**src/rtl/afe_ro_pkg.sv**
```systemverilog
// -----------------------------------------------------------------------------
// afe_ro_pkg
// Shared definitions for the AFE readout buffer controller:
//   - default parameter widths
//   - word-to-byte address shift
//   - controller FSM state encoding
// -----------------------------------------------------------------------------
package afe_ro_pkg;

  localparam int AFE_RO_DATA_WIDTH_DEF = 32;
  localparam int AFE_RO_L2_AWIDTH_DEF  = 20;
  localparam int AFE_RO_SIZE_WIDTH_DEF = 16;
  localparam int AFE_RO_FIFO_DEPTH_DEF = 4;

  // Offsets count 32-bit words; the L2 port is byte addressed.
  localparam int AFE_RO_WORD_SHIFT = 2;

  typedef enum logic [1:0] {
    ST_IDLE = 2'd0,
    ST_RUN  = 2'd1,
    ST_DONE = 2'd2
  } afe_ro_state_t;

endpackage

```
**src/rtl/afe_ro_fifo.sv**
```systemverilog
// -----------------------------------------------------------------------------
// afe_ro_fifo
// Small synchronous FIFO holding accepted AFE samples until the L2 port
// takes them. Registered storage, so a pushed word is visible at o_head
// the cycle after the push.
//
// Ports:
//   clk_i, rst_i  clock, synchronous active-high reset
//   i_push        write i_data (ignored when full)
//   i_data        word to write
//   i_pop         drop head (ignored when empty)
//   i_flush       empty the FIFO; wins over push/pop
//   o_head        current head word
//   o_full        registered count == DEPTH
//   o_empty       registered count == 0
// -----------------------------------------------------------------------------
module afe_ro_fifo #(
  parameter int WIDTH = 32,
  parameter int DEPTH = 4
) (
  input  logic             clk_i,
  input  logic             rst_i,
  input  logic             i_push,
  input  logic [WIDTH-1:0] i_data,
  input  logic             i_pop,
  input  logic             i_flush,
  output logic [WIDTH-1:0] o_head,
  output logic             o_full,
  output logic             o_empty
);

  localparam int PW = $clog2(DEPTH);

  logic [WIDTH-1:0] r_mem [DEPTH];
  logic [PW-1:0]    r_wr_ptr;
  logic [PW-1:0]    r_rd_ptr;
  logic [PW:0]      r_count;
  logic             w_push;
  logic             w_pop;

  assign o_full  = (r_count == (PW+1)'(DEPTH));
  assign o_empty = (r_count == '0);
  assign o_head  = r_mem[r_rd_ptr];

  // Full/empty come from the registered count only, so a pop in the same
  // cycle never makes room for a push.
  assign w_push = i_push & ~o_full;
  assign w_pop  = i_pop & ~o_empty;

  always_ff @(posedge clk_i) begin
    if (rst_i) begin
      r_wr_ptr <= '0;
      r_rd_ptr <= '0;
      r_count  <= '0;
      for (int i = 0; i < DEPTH; i++) begin
        r_mem[i] <= '0;
      end
    end else if (i_flush) begin
      r_wr_ptr <= '0;
      r_rd_ptr <= '0;
      r_count  <= '0;
    end else begin
      if (w_push) begin
        r_mem[r_wr_ptr] <= i_data;
        r_wr_ptr        <= r_wr_ptr + 1'b1;
      end
      if (w_pop) begin
        r_rd_ptr <= r_rd_ptr + 1'b1;
      end
      case ({w_push, w_pop})
        2'b10:   r_count <= r_count + 1'b1;
        2'b01:   r_count <= r_count - 1'b1;
        default: r_count <= r_count;
      endcase
    end
  end

endmodule

```
**src/rtl/afe_ro_buff_ctrl.sv**
```systemverilog
// -----------------------------------------------------------------------------
// afe_ro_buff_ctrl
// Takes synchronised AFE samples over valid/ready, queues them in a small
// FIFO and writes them as words into a linear or circular L2 buffer over a
// req/gnt port, raising an event when the last buffer word is granted.
//
// Handshakes:
//   afe_valid_i/afe_ready_o: a sample transfers on a cycle where both are 1.
//     Outside RUN ready is held 1 and transferred samples are discarded.
//   mem_req_o/mem_gnt_i: a word is written on a cycle where both are 1;
//     while req is high without gnt, addr and data hold steady.
//
// Ports:
//   clk_i, rst_i             clock, synchronous active-high reset
//   cfg_en_i / cfg_clr_i     start pulse / stop-and-flush pulse (clr wins)
//   cfg_continuous_i         1 circular buffer, 0 single fill
//   cfg_base_addr_i          byte base address (word aligned)
//   cfg_size_i               buffer length in words (0 = do not start)
//   afe_valid_i/afe_data_i/afe_ready_o   sample input
//   mem_req_o/mem_addr_o/mem_data_o/mem_gnt_i   L2 write port
//   buff_full_evt_o          pulse the cycle after the last word is granted
//   busy_o                   FSM not IDLE
//   wr_offset_o              current word offset
//
// Build option AFE_RO_HALF_EVT_EN adds buff_half_evt_o, a pulse the cycle
// after the word at offset (size>>1)-1 is granted (never for size 1).
// -----------------------------------------------------------------------------
module afe_ro_buff_ctrl
  import afe_ro_pkg::*;
#(
  parameter int AFE_DATA_WIDTH = AFE_RO_DATA_WIDTH_DEF,
  parameter int L2_AWIDTH      = AFE_RO_L2_AWIDTH_DEF,
  parameter int SIZE_WIDTH     = AFE_RO_SIZE_WIDTH_DEF,
  parameter int FIFO_DEPTH     = AFE_RO_FIFO_DEPTH_DEF
) (
  input  logic                      clk_i,
  input  logic                      rst_i,
  input  logic                      cfg_en_i,
  input  logic                      cfg_clr_i,
  input  logic                      cfg_continuous_i,
  input  logic [L2_AWIDTH-1:0]      cfg_base_addr_i,
  input  logic [SIZE_WIDTH-1:0]     cfg_size_i,
  input  logic                      afe_valid_i,
  input  logic [AFE_DATA_WIDTH-1:0] afe_data_i,
  output logic                      afe_ready_o,
  output logic                      mem_req_o,
  output logic [L2_AWIDTH-1:0]      mem_addr_o,
  output logic [AFE_DATA_WIDTH-1:0] mem_data_o,
  input  logic                      mem_gnt_i,
  output logic                      buff_full_evt_o,
`ifdef AFE_RO_HALF_EVT_EN
  output logic                      buff_half_evt_o,
`endif
  output logic                      busy_o,
  output logic [SIZE_WIDTH-1:0]     wr_offset_o
);

  afe_ro_state_t             r_state;
  logic [L2_AWIDTH-1:0]      r_base;
  logic [SIZE_WIDTH-1:0]     r_size;
  logic [SIZE_WIDTH-1:0]     r_offset;
  logic                      r_continuous;
  logic                      r_full_evt;

  logic                      w_run;
  logic                      w_fifo_full;
  logic                      w_fifo_empty;
  logic [AFE_DATA_WIDTH-1:0] w_head;
  logic                      w_push;
  logic                      w_grant;
  logic                      w_last;
  logic                      w_flush;

  assign w_run = (r_state == ST_RUN);

  assign afe_ready_o     = ~w_run | ~w_fifo_full;
  assign mem_req_o       = w_run & ~w_fifo_empty;
  assign mem_data_o      = w_head;
  // Silent wrap at the top of the L2 byte space.
  assign mem_addr_o      = r_base + (L2_AWIDTH'(r_offset) << AFE_RO_WORD_SHIFT);
  assign busy_o          = (r_state != ST_IDLE);
  assign wr_offset_o     = r_offset;
  assign buff_full_evt_o = r_full_evt;

  // Only RUN keeps samples; IDLE/DONE accept and drop them.
  assign w_push  = afe_valid_i & afe_ready_o & w_run;
  // A grant coinciding with clr is discarded entirely.
  assign w_grant = mem_req_o & mem_gnt_i & ~cfg_clr_i;
  assign w_last  = w_grant & (r_offset == r_size - SIZE_WIDTH'(1));
  // Single-fill mode drops anything still queued once the buffer is full.
  assign w_flush = cfg_clr_i | (w_last & ~r_continuous);

  afe_ro_fifo #(
    .WIDTH (AFE_DATA_WIDTH),
    .DEPTH (FIFO_DEPTH)
  ) u_fifo (
    .clk_i   (clk_i),
    .rst_i   (rst_i),
    .i_push  (w_push),
    .i_data  (afe_data_i),
    .i_pop   (w_grant),
    .i_flush (w_flush),
    .o_head  (w_head),
    .o_full  (w_fifo_full),
    .o_empty (w_fifo_empty)
  );

  always_ff @(posedge clk_i) begin
    if (rst_i) begin
      r_state      <= ST_IDLE;
      r_base       <= '0;
      r_size       <= '0;
      r_offset     <= '0;
      r_continuous <= 1'b0;
      r_full_evt   <= 1'b0;
    end else begin
      r_full_evt <= w_last;
      if (cfg_clr_i) begin
        r_state  <= ST_IDLE;
        r_offset <= '0;
      end else begin
        case (r_state)
          ST_IDLE: begin
            if (cfg_en_i && (cfg_size_i != '0)) begin
              r_state      <= ST_RUN;
              r_offset     <= '0;
              r_base       <= cfg_base_addr_i;
              r_size       <= cfg_size_i;
              r_continuous <= cfg_continuous_i;
            end
          end
          ST_RUN: begin
            if (w_grant) begin
              if (w_last) begin
                r_offset <= '0;
                if (!r_continuous) begin
                  r_state <= ST_DONE;
                end
              end else begin
                r_offset <= r_offset + SIZE_WIDTH'(1);
              end
            end
          end
          ST_DONE: begin
            r_state <= ST_DONE;
          end
          default: begin
            r_state <= ST_IDLE;
          end
        endcase
      end
    end
  end

`ifdef AFE_RO_HALF_EVT_EN
  logic r_half_evt;
  logic w_half;

  assign w_half = w_grant & (r_size != SIZE_WIDTH'(1))
                & (r_offset == (r_size >> 1) - SIZE_WIDTH'(1));

  always_ff @(posedge clk_i) begin
    if (rst_i) begin
      r_half_evt <= 1'b0;
    end else begin
      r_half_evt <= w_half;
    end
  end

  assign buff_half_evt_o = r_half_evt;
`endif

endmodule

```
**config.mk**
```make
export PLATFORM = sky130hd
export DESIGN_NAME = afe_ro_buff_ctrl
export DESIGN_NICKNAME = d
export VERILOG_FILES = /design/src/rtl/afe_ro_pkg.sv /design/src/rtl/afe_ro_fifo.sv /design/src/rtl/afe_ro_buff_ctrl.sv
export SDC_FILE = /design/constraint.sdc
export NUM_CORES = 1
export LEC_CHECK = 0
export CAP_MARGIN = 10
export CORE_MARGIN = 3
export CORE_UTILIZATION = 52
export DETAILED_ROUTE_END_ITERATION = 8
export GPL_TIMING_DRIVEN = 0
export PLACE_DENSITY = 0.77
export RECOVER_POWER = 50
export SLEW_MARGIN = 10
export SYNTH_ARGS = -nofsm -noshare
export SYNTH_HDL_FRONTEND = slang
export SYNTH_HIERARCHICAL = 1
export SYNTH_SLANG_ARGS = --single-unit
```
**constraint.sdc**
```tcl
create_clock -name clk_i -period 15.4 [get_ports clk_i]
set_input_delay 3.85 -clock clk_i [delete_from_list [all_inputs] [get_ports clk_i]]
set_output_delay 3.85 -clock clk_i [all_outputs]
set_load 0.005 [all_outputs]
```
==> results_dict.tcl, run 1 <==
set metrics [dict create \
    ys.flop_type "edfxtp_1" \
    async_reset_ff_share_pct 0 \
    dpl.hpwl_um 15850 \
    period_needed_ns 7.726 \
    post_cts_buffers 0 \
    synth_top_area_share_pct 39.37 \
    drtAntennaViolNets 0 \
    dp.cells 1230 \
    yosysTopAreaCell "edfxtp_1" \
    setup_violations 0 \
    fin_nets 1119 \
    maxSlewViolCount 12 \
    hp-class "reg -> reg" \
    pin_count 147 \
    hold_viol_final 0 \
    fmaxAchievable_mhz 129.4 \
    clock_path_buffers 2 \
    grt_first_pass_wirelength_um 35490 \
    place.gp.congestion 0.8901 \
    min_path_cells 2 \
    final_cell_mix "edfxtp_1, and2_1, nand2_1" \
    dieWidth_um 143.0 \
    die-height_um 143.0 \
    netlist_instances 854 \
    power_density_nw_per_um2 93.39 \
    min_to "r_base[0]$_SDFFE_PP0P_" \
    wirelength_um 22580 \
    cts.clk_slew.worst_paths_ns 0.07 \
    power_leakage_nw 4.472 \
    cts.sinks 193 \
    violations "capacitance limit, slew limit" \
    drtIter0Drc 570 \
    drc 0 \
    grt_pass1_vias 6802 \
    critPathBufInv 2 \
    synth_area_leaders "edfxtp_1, dfxtp_1, mux4_2" \
    syn_to_final_growth_pct 23.25 \
    ys_ff_latch 193 \
    antenna_found_initial 0 \
    maxCapViolations 1 \
    cp_max_fo 12 \
    vias_per_cell 5.662 \
    vias 7145 \
    cp_top_family "compound AO/OA/AOI/OAI gates" \
    fp.dieArea_um2 20450 \
    root_buffer "clkbuf_16" \
    cts_htree_levels 4 \
    rsz0062_at_grt "no" \
    reg2reg_depth 11 \
    diodes 0 \
    synth_warnings 6 \
    syn_area_per_cell_um2 11.43 \
    cp_cell_sequence "dlygate4sd3_1 > and3b_1 > o2111ai_1 > or4_1 > or2_0 > nor3_1 > or2_2 > o31ai_1 > clkbuf_1" \
    core.rowCount 49 \
    crit_path_end_kind "flop" \
    cts_tree "built" \
    drtPass1Iterations 5 \
    synth-edff-count 128 \
    min_from "r_base[0]$_SDFFE_PP0P_" \
    cts_resized 0 \
    startpoint_type "input port" \
    start_util_pct 53.61 \
    status "complete, but fails checks" \
    syn_area_um2 9762 \
    grtUsageTotal_pct 22.35 \
    drive_gt1_share_pct 10.75 \
    slew_headroom_pct -27.09 \
    io_buffers 145 \
    insertion_delay_ns 0.43 \
    tightest_slew_ns 1.890 \
    reg2reg_to "u_fifo/r_mem[3][14]$_DFFE_PP_" \
    ff2ff_setup_slack_ns 10.00 \
    core-area_um2 18210 \
    wire_per_inst_um 17.89 \
    ys_types 70 \
    peakVddDrop_v 0.00007971 \
    fin_skew_ns 0.01135 \
    grt_start_max_net_pins 33 \
    post-route-period-util_pct 50.17 \
    tns_ns 0 \
    crit_arrival_ns 7.79 \
    cts_buffers 17 \
    slowest_delay_ns 1.51 \
    cpMaxStageDelayCell "o31ai_1" \
    worstSetupPathType "in -> reg" \
    r2r_start "r_size[0]$_SDFFE_PP0P_" \
    ctsHoldBuffers 0 \
    gr-total-overflow 0 \
    total_power_mw 1.124 \
    layoutNonFillerInstCount 1262 \
    layout_commonest_cell "edfxtp_1" \
    cp_data_required_time_ns 15.46 \
    yosysSeqAreaShare_pct 52.70 \
    synth_nets 953 \
]
-- worst max-delay path by stage --
stage	startpoint	to	slack [ns]	depth (start not counted)
finish	mem_gnt_i	u_fifo/r_mem[3][14]$_DFFE_PP_	7.67	9
global route	mem_gnt_i	u_fifo/r_mem[3][14]$_DFFE_PP_	7.43	9
CTS	wr_offset_o[2]$_SDFFE_PP0P_	mem_addr_o[18]	7.89	9
detailed placement	mem_gnt_i	u_fifo/r_mem[1][7]$_SDFFCE_PN0P_	7.87	11
global placement	mem_gnt_i	u_fifo/r_mem[3][19]$_DFFE_PP_	5.21	8
floorplan	cfg_clr_i	u_fifo/r_mem[3][0]$_DFFE_PP_	7.44	8
-- worst register-to-register path: stages, from the launching register on --
cell and delay, ns:
dfxtp_1 0.36, inv_1 0.07, ha_1 0.28, nor4b_1 0.86
nand2_1 0.12, a41oi_1 0.32, nand2_1 0.08, o21ai_0 0.21
nor3_1 0.20, or2_2 0.33, o31ai_1 1.51, clkbuf_1 0.68
-- cell usage after synthesis (5+ instances only) --
cell and n:
nor4_1 16, nand4_1 10, and2_1 108, or4_1 9
or2_2 9, edfxtp_1 128, xnor2_1 24, a21oi_1 63
nand2_1 96, o21ai_0 13, o31ai_1 6, ha_1 22
nor3_1 9, xor2_1 25, buf_2 5, dfxtp_1 65
nand3_1 18, nor2_1 28, clkbuf_1 32, inv_1 20
mux4_2 32, and2_2 21, or3_1 8
-- per-layer routing --
layer  vias up  wire (µm)  track usage, %
li1       3450          -               -
met1      3455       9757           29.92
met5         -          0               0
met2       218      11430           38.13
met3        22       1092           3.583
met4         0        301           6.053
-- kinds of logic after synthesis --
group                    share of synthesized area (%)
multiplexers                                     7.383
AND/OR/NAND/NOR                                  21.42
AO/OA/AOI/OAI                                    7.537
adder cells (fa/ha/maj)                          3.230
flip-flops                                       52.70
XOR/XNOR                                         4.396
buffers and inverters                            3.332
-- cell type report --
cell class                      count  area, µm²
Clock buffer                       17      425.4
Tap cell                          229      286.5
Inverter                           20      75.07
Sequential cell                   193       5145
Fill cell                        1391       6177
Clock inverter                     15      173.9
Multi-Input combinational cell    590       4229
Timing Repair Buffer              147       1459
Buffer                             51      237.7
-- power breakdown --
part           internal (mW)  switching, mW
Combinational         0.0527         0.0574
Clock                  0.220          0.217
Sequential             0.568        0.00813
Total                  0.841          0.282
-- flip-flops by register name, summed over array words and instances (netlist names), named ones only --
| signal | cells |
|---|---|
| wr_offset_o | 16 |
| r_size | 16 |
| buff_full_evt_o | 1 |
| r_continuous | 1 |
| u_fifo/r_rd_ptr | 2 |
| r_state | 2 |
| u_fifo/r_mem | 128 |
| u_fifo/r_wr_ptr | 2 |
| r_base | 20 |
| u_fifo/r_count | 3 |
-- metrics by stage --
stage / setup WS (ns) / hold WS, ns / utilization, % / cell area, µm²
after CTS: 7.888 / 0.4604 / 66.69 / 12140
after detailed placement: 7.867 / 0.4506 / 63.40 / 11540
final: 7.674 / 0.4591 / 66.08 / 12030
after global placement: 5.212 / 0.4468 / 63.16 / 11500
after floorplan: 7.441 / 0.4316 / - / 9762
after global routing: 7.427 / 0.4727 / 66.08 / 12030
(Power assumes the default switching activity.)
==> run 2, diff against run 1 <==
==> constraint.sdc (replaced) <==
create_clock -name clk_i -period 7.55 [get_ports clk_i]
set_input_delay 1.8875 -clock clk_i [delete_from_list [all_inputs] [get_ports clk_i]]
set_output_delay 1.8875 -clock clk_i [all_outputs]
set_load 0.005 [all_outputs]
==> results of run 2 <==
The final DEF is identical to that of run 1. Status: complete, but fails checks: capacitance limit, slew limit.
Among the figures that moved: setup slack after placement 7.867 ns -> 1.979 ns; setup slack after layout 7.674 ns -> 1.786 ns; register-to-register setup slack 10.00 ns -> 2.15 ns; total power 1.124 mW -> 2.292 mW; worst IR drop on VDD 0.00007971 V -> 0.0001626 V
==> run 3, diff against run 2 <==
==> constraint.sdc (replaced) <==
create_clock -name clk_i -period 5.8 [get_ports clk_i]
set_input_delay 1.45 -clock clk_i [delete_from_list [all_inputs] [get_ports clk_i]]
set_output_delay 1.45 -clock clk_i [all_outputs]
set_load 0.005 [all_outputs]
==> run 3 against run 2 <==
Effect of this change: the run still ends with capacitance limit, slew limit left; utilization grew 0.37 points; wire length down 0.16%; clock power up 30%; critical endpoint is now u_fifo/r_mem[3][9]$_DFFE_PP_.
==> results_dict.tcl, run 3 (synthesis gave the netlist of run 1 again) <==
set metrics [dict create \
    setup_violations 0 \
    cts_buffers 17 \
    cp_data_required_time_ns 5.94 \
    largest_register_ffs 128 \
    layoutNonFillerInstCount 1262 \
    final_cell_mix "edfxtp_1, and2_1, nand2_1" \
    wirelength_um 22540 \
    fp.dieArea_um2 20450 \
    fin_nets 1119 \
    diodes 0 \
    peakVddDrop_v 0.0002122 \
    worstSetupPathType "reg -> reg" \
    dieWidth_um 143.0 \
    slew_headroom_pct -47.43 \
    io_buffers 145 \
    post_cts_buffers 0 \
    insertion_delay_ns 0.44 \
    wire_per_inst_um 17.86 \
    crit_path_end_kind "flop" \
    start_util_pct 53.61 \
    grt_first_pass_wirelength_um 35490 \
    clock_path_buffers 2 \
    post-route-period-util_pct 88.62 \
    cts.sinks 193 \
    power_leakage_nw 4.496 \
    drtAntennaViolNets 0 \
    tightest_slew_ns 2.193 \
    hp-class "reg -> reg" \
    dpl.hpwl_um 15850 \
    antenna_found_initial 0 \
    maxCapViolations 2 \
    grtUsageTotal_pct 22.35 \
    dp.cells 1230 \
    vias_per_cell 5.650 \
    violations "capacitance limit, slew limit" \
    place.gp.congestion 0.8901 \
    largest-register "u_fifo/r_mem" \
    cts_htree_levels 4 \
    startpoint_type "flop" \
    post-place-ws_ns 0.6668 \
    crit_arrival_ns 5.28 \
    postLayoutCoreUtil_pct 66.45 \
    nFillCells 1386 \
    fmaxAchievable_mhz 194.6 \
    cp_max_fo 11 \
    drive_gt1_share_pct 11.23 \
    grt_pass1_vias 6802 \
    drtIter0Drc 639 \
    tns_ns 0 \
    root_buffer "clkbuf_16" \
    power_density_nw_per_um2 246.7 \
    period_needed_ns 5.140 \
    syn_to_final_growth_pct 23.94 \
    maxSlewViolCount 22 \
    gr-total-overflow 0 \
    hold_viol_final 0 \
    cts.clk_slew.worst_paths_ns 0.07 \
    ff2ff_setup_slack_ns 0.66 \
    die-height_um 143.0 \
    grt_start_max_net_pins 33 \
    vias 7130 \
    reg_top3 "u_fifo/r_mem (128), r_base (20)" \
    cts_tree "built" \
    worst_slack_ns 0.6603 \
    ctsHoldBuffers 0 \
    status "complete, but fails checks" \
    core-area_um2 18210 \
    drtPass1Iterations 6 \
    core.rowCount 49 \
    cts_resized 0 \
    layout_commonest_cell "edfxtp_1" \
    fin_skew_ns 0.01258 \
    drc 0 \
    pin_count 147 \
    rsz0062_at_grt "no" \
]
==> run 3: path summary, 6_finish.rpt <==
path	startpoint	to	cells past startpoint
max	r_size[0]$_SDFFE_PP0P_	u_fifo/r_mem[3][9]$_DFFE_PP_	11
max reg2reg	r_size[0]$_SDFFE_PP0P_	u_fifo/r_mem[3][9]$_DFFE_PP_	11
min	r_base[0]$_SDFFE_PP0P_	r_base[0]$_SDFFE_PP0P_	2
min reg2reg	r_base[0]$_SDFFE_PP0P_	r_base[0]$_SDFFE_PP0P_	2
==> run 3: area by class of cell <==
type	instances	area [µm²]	area share, %
flip-flops and latches	193	5145	42.52
repair buffers	147	1481	12.24
inverters	20	75.07	0.6205
plain buffers	51	237.7	1.965
multi-input cells	590	4274	35.33
well taps	229	286.5	2.368
clock inverters	15	173.9	1.437
clock buffers	17	425.4	3.516
==> run 3: critical path, cell delays in order, from the launching register on <==
cell	delay (ns)
dfxtp_1	0.36
inv_1	0.07
ha_1	0.28
nor4b_1	0.88
nand2_1	0.12
a41oi_1	0.32
nand2_1	0.08
o21ai_0	0.21
nor3_1	0.19
or2_2	0.33
o31ai_1	1.73
buf_8	0.26
==> run 3: routing by layer <==
| metal | GRT usage, % | part of all wire (%) |
|---|---|---|
| met1 | 29.92 | 43 |
| met2 | 38.13 | 50 |
| met3 | 3.583 | 5.4 |
| met4 | 6.053 | 1.7 |
| met5 | 0 | 0 |
==> run 3: metrics by stage <==
step | cell area, µm² | total power [mW] | hold WS (ns)
final | 12100 | 2.984 | 0.4590
after global routing | 12100 | 3.096 | 0.4727
after CTS | 12140 | 3.011 | 0.4604
after detailed placement | 11540 | 1.862 | 0.4506
after global placement | 11500 | 1.854 | 0.4468
after floorplan | 9762 | 1.713 | 0.4316
==> run 3: where the power goes <==
part | switching, mW | internal [mW]
Clock | 0.575 | 0.585
Sequential | 0.0217 | 1.51
Combinational | 0.153 | 0.141
Total | 0.749 | 2.23
